`src/rtl/alu.sv`:
```
// rtl/alu.sv - registered 32-bit RV32I integer ALU with one-cycle latency
module alu (
  input  logic        clk,
  input  logic        rst_n,
  input  logic        in_valid,
  input  logic [31:0] rs1,
  input  logic [31:0] rs2,
  input  logic [3:0]  alu_cmd,
  output logic [31:0] out,
  output logic        out_valid
);

  typedef enum logic [3:0] {
    CMD_ADD  = 4'd0,
    CMD_SUB  = 4'd1,
    CMD_SLT  = 4'd2,
    CMD_SLTU = 4'd3,
    CMD_AND  = 4'd4,
    CMD_OR   = 4'd5,
    CMD_XOR  = 4'd6,
    CMD_SLL  = 4'd7,
    CMD_SRL  = 4'd8,
    CMD_SRA  = 4'd9
  } cmd_e;

  logic [4:0]  shamt;
  logic [31:0] result;

  assign shamt = rs2[4:0];

  always_comb begin
    result = 32'h0000_0000;
    case (alu_cmd)
      CMD_ADD:  result = rs1 + rs2;
      CMD_SUB:  result = rs1 - rs2;
      CMD_SLT:  result = {31'd0, $signed(rs1) < $signed(rs2)};
      CMD_SLTU: result = {31'd0, rs1 < rs2};
      CMD_AND:  result = rs1 & rs2;
      CMD_OR:   result = rs1 | rs2;
      CMD_XOR:  result = rs1 ^ rs2;
      CMD_SLL:  result = rs1 << shamt;
      CMD_SRL:  result = rs1 >> shamt;
      CMD_SRA:  result = $unsigned($signed(rs1) >>> shamt);
      default:  result = 32'h0000_0000;  // reserved commands still complete with zero
    endcase
  end

  always_ff @(posedge clk) begin
    if (!rst_n) begin
      out       <= 32'h0000_0000;
      out_valid <= 1'b0;
    end else begin
      out_valid <= in_valid;
      if (in_valid) out <= result;
    end
  end

endmodule

```
`config.mk`:
```
export PLATFORM = sky130hd
export DESIGN_NAME = alu
export DESIGN_NICKNAME = d
export VERILOG_FILES = /design/src/rtl/alu.sv
export SDC_FILE = /design/constraint.sdc
export NUM_CORES = 1
export LEC_CHECK = 0
export CORE_MARGIN = 2
export CORE_UTILIZATION = 55
export DETAILED_ROUTE_END_ITERATION = 10
export PLACE_DENSITY = 0.78
export SLEW_MARGIN = 20
export SYNTH_ARGS = -nofsm -noshare
export SYNTH_HDL_FRONTEND = slang
export SYNTH_SLANG_ARGS = --single-unit
```
`constraint.sdc`:
```
create_clock -name clk -period 4 [get_ports clk]
set_clock_uncertainty 0.05 [all_clocks]
set_input_delay 0.6 -clock clk [delete_from_list [all_inputs] [get_ports clk]]
set_output_delay 0.6 -clock clk [all_outputs]
set_load 0.005 [all_outputs]
```
==> impl_metrics.json <==
{
  "status": "complete, no violations",
  "hold_start": "out[6]$_SDFFE_PN0P_",
  "drt-initial-drc-count": 2080,
  "grt_max_degree": 85,
  "power_leakage_nw": 5.14,
  "cp_slowest_stage_delay_ps": 500,
  "reg2reg_depth": 4,
  "synth-seq-area-share": 0.0659,
  "synth_top_area_frac": 0.121,
  "finalCritPeriodShare": 0.951,
  "diodes": 0,
  "yosys_warnings": 0,
  "power_density_nw_per_um2": 199,
  "viasPerCell": 7.07,
  "postCtsResizedCells": 0,
  "gr-total-overflow": 0,
  "final_cells": 1816,
  "placementRows": 49,
  "pre_cts_ws_ps": 15.1,
  "cts_setup_buffers": 0,
  "cp_max_fo": 5,
  "slew_violations": 0,
  "synthTopCellsByArea": "ha_1 12%, mux2i_1 9.1%, a21oi_1 6.6%",
  "pin_count": 104,
  "ant_nets": 0,
  "setup_viol": 0,
  "numCtsBuffers": 5,
  "tritoncts": "done",
  "layout-drive-gt1-share": 0.149,
  "rsz0062_at_grt": "no",
  "drt_pass1_iterations": 7,
  "crit_type": "input port to flip-flop",
  "gp_congestion": 1.06,
  "setup_slack_ps": 196,
  "cts.clk_slew.worst_paths_ps": 60,
  "tns_ps": 0,
  "place_hpwl_um": 37700,
  "clkSinkCount": 33,
  "r2r_start": "out[22]$_SDFFE_PN0P_",
  "timing.rr.end": "out[22]$_SDFFE_PN0P_",
  "grt_pass1_wl_um": 70200,
  "hold_end": "out[6]$_SDFFE_PN0P_",
  "max_freq_mhz": 263,
  "avgSynthCellArea_um2": 6.93,
  "fp.dieH_um": 139,
  "whs_path_depth": 2,
  "crit_chain": "clkdlybuf4s50_1 > ha_1 > fa_1 > a21oi_2 > o221ai_2 > o211ai_1 > a21oi_1 > a221o_1 > a221oi_2 > o2111ai_1 > a32oi_1 > o31ai_1",
  "die_area_um2": 19300,
  "vias": 12836,
  "first_global_vias": 11916,
  "cap_violations": 0,
  "crit_path_end_kind": "flip-flop",
  "clk-insertion-delay-late_ps": 300,
  "remaining_drc_errors": 0,
  "hold_slack_ps": 397,
  "wire_per_inst_um": 25.9,
  "placed_cells": 1808,
  "cp_slowest_cell": "clkdlybuf4s50_1",
  "die-width_um": 139,
  "post-route-min-period_ps": 3800,
  "regToRegSetupSlack_ps": 2500,
  "startpoint_type": "input port",
  "nNetsFinal": 1756,
  "antenna_found_initial": 0,
  "synth_area_leader_cell": "ha_1",
  "max-clock-path-buffers": 2,
  "syn-cell-area_um2": 10000,
  "core_um2": 17900,
  "crit_required_ps": 4110,
  "io_buffers": 103,
  "synth-edff-count": 0,
  "totalWireLength_um": 47000,
  "syn_to_final_growth_pct": 20.0,
  "slew_headroom": 0.402,
  "synthArstFlopShare": 0,
  "irDropWorstVdd_mv": 0.176,
  "yosysMostFrequentCell": "nor2_1",
  "synth_cells": 1447,
  "cts_root_buffer": "clkbuf_16",
  "yosys_most_used_dff": "dfxtp_1",
  "ctsHoldBuffers": 0,
  "floorplan.initialDensity": 0.560,
  "htreeDepth": 2,
  "worstHoldPathType": "flip-flop to flip-flop",
  "tightest_slew_ps": 888,
  "synthTopCellsByCount": "135 x nor2_1, 132 x a21oi_1, 121 x nand2_1, 111 x o21ai_0, 97 x ha_1",
  "syn-num-nets": 1617,
  "hold_violations": 0,
  "synth-seq-cells": 33,
  "synth_cell_types": 88,
  "critPathArrivalTime_ps": 3920,
  "track_usage": 0.465
}
worst max-delay path by stage:
stage               cells after the start                    to  startpoint  slack (ps)
global placement                       12  out[30]$_SDFFE_PN0P_      rs1[0]          20
finish                                 12  out[30]$_SDFFE_PN0P_      rs1[0]         200
global route                           13  out[26]$_SDFFE_PN0P_      rs1[0]          40
floorplan                              15  out[30]$_SDFFE_PN0P_      rs2[2]         310
CTS                                    12  out[30]$_SDFFE_PN0P_      rs1[0]         290
detailed placement                     12  out[30]$_SDFFE_PN0P_      rs1[0]          20
final cells by class:
cell class	count	area (µm²)
multi-input cells	1200	8460
fillers	1629	5870
repair buffers	252	2130
flip-flops and latches	33	661
inverters	94	353
well taps	229	287
clock buffers	5	125
clock inverters	3	17.5
routing by layer:
layer	track usage	up-vias	routed length (µm)
met5	0	-	0
met4	0.187	0	2290
met3	0.135	194	7260
met2	0.697	1056	19500
met1	0.626	5938	17900
li1	-	5648	-
sequential cells by signal (all words and copies together), names as in the netlist:
name	cells
out	32
out_valid	1
cell usage in the layout, fill, tap and decap left out, types with 33 or more instances in the layout:
master and instances:
buf_4 149, nor2_1 135, a21oi_1 132, nand2_1 121
o21ai_0 111, ha_1 97, clkdlybuf4s50_1 97, mux2i_1 91
inv_1 87, a211oi_1 35, nor3_1 35, dfxtp_1 33
where the power goes:
part           switching [mW]  internal (mW)  leakage [nW]
Clock                   0.174          0.229        0.0696
Combinational           0.985          0.646          4.80
Sequential             0.0164          0.346         0.269
Total                    1.18           1.22          5.14
critical path: cells and delay by family:
family	cells	cell delay, ps
buffers and inverters	1	500
adders and majority gates	2	700
AOI/OAI and AO/OA	9	2110
per-stage QoR:
step / total power, mW / utilization / instance area, µm²
2_1_floorplan: 1.31 / - / 10000
3_3_place_gp: 1.91 / 0.664 / 11900
3_5_place_dp: 1.92 / 0.664 / 11900
4_1_cts: 2.32 / 0.672 / 12000
5_1_grt: 2.49 / 0.672 / 12000
6_report: 2.40 / 0.672 / 12000
kinds of logic after synthesis:
group           after synthesis  synth area share
compound gates              548             0.367
xor+xnor                     15            0.0131
fa+ha+maj                    99             0.125
buf+inv                     214            0.0919
flops                        33            0.0659
mux                         133             0.149
simple gates                405             0.188
Power figures use the tool's default switching activity.
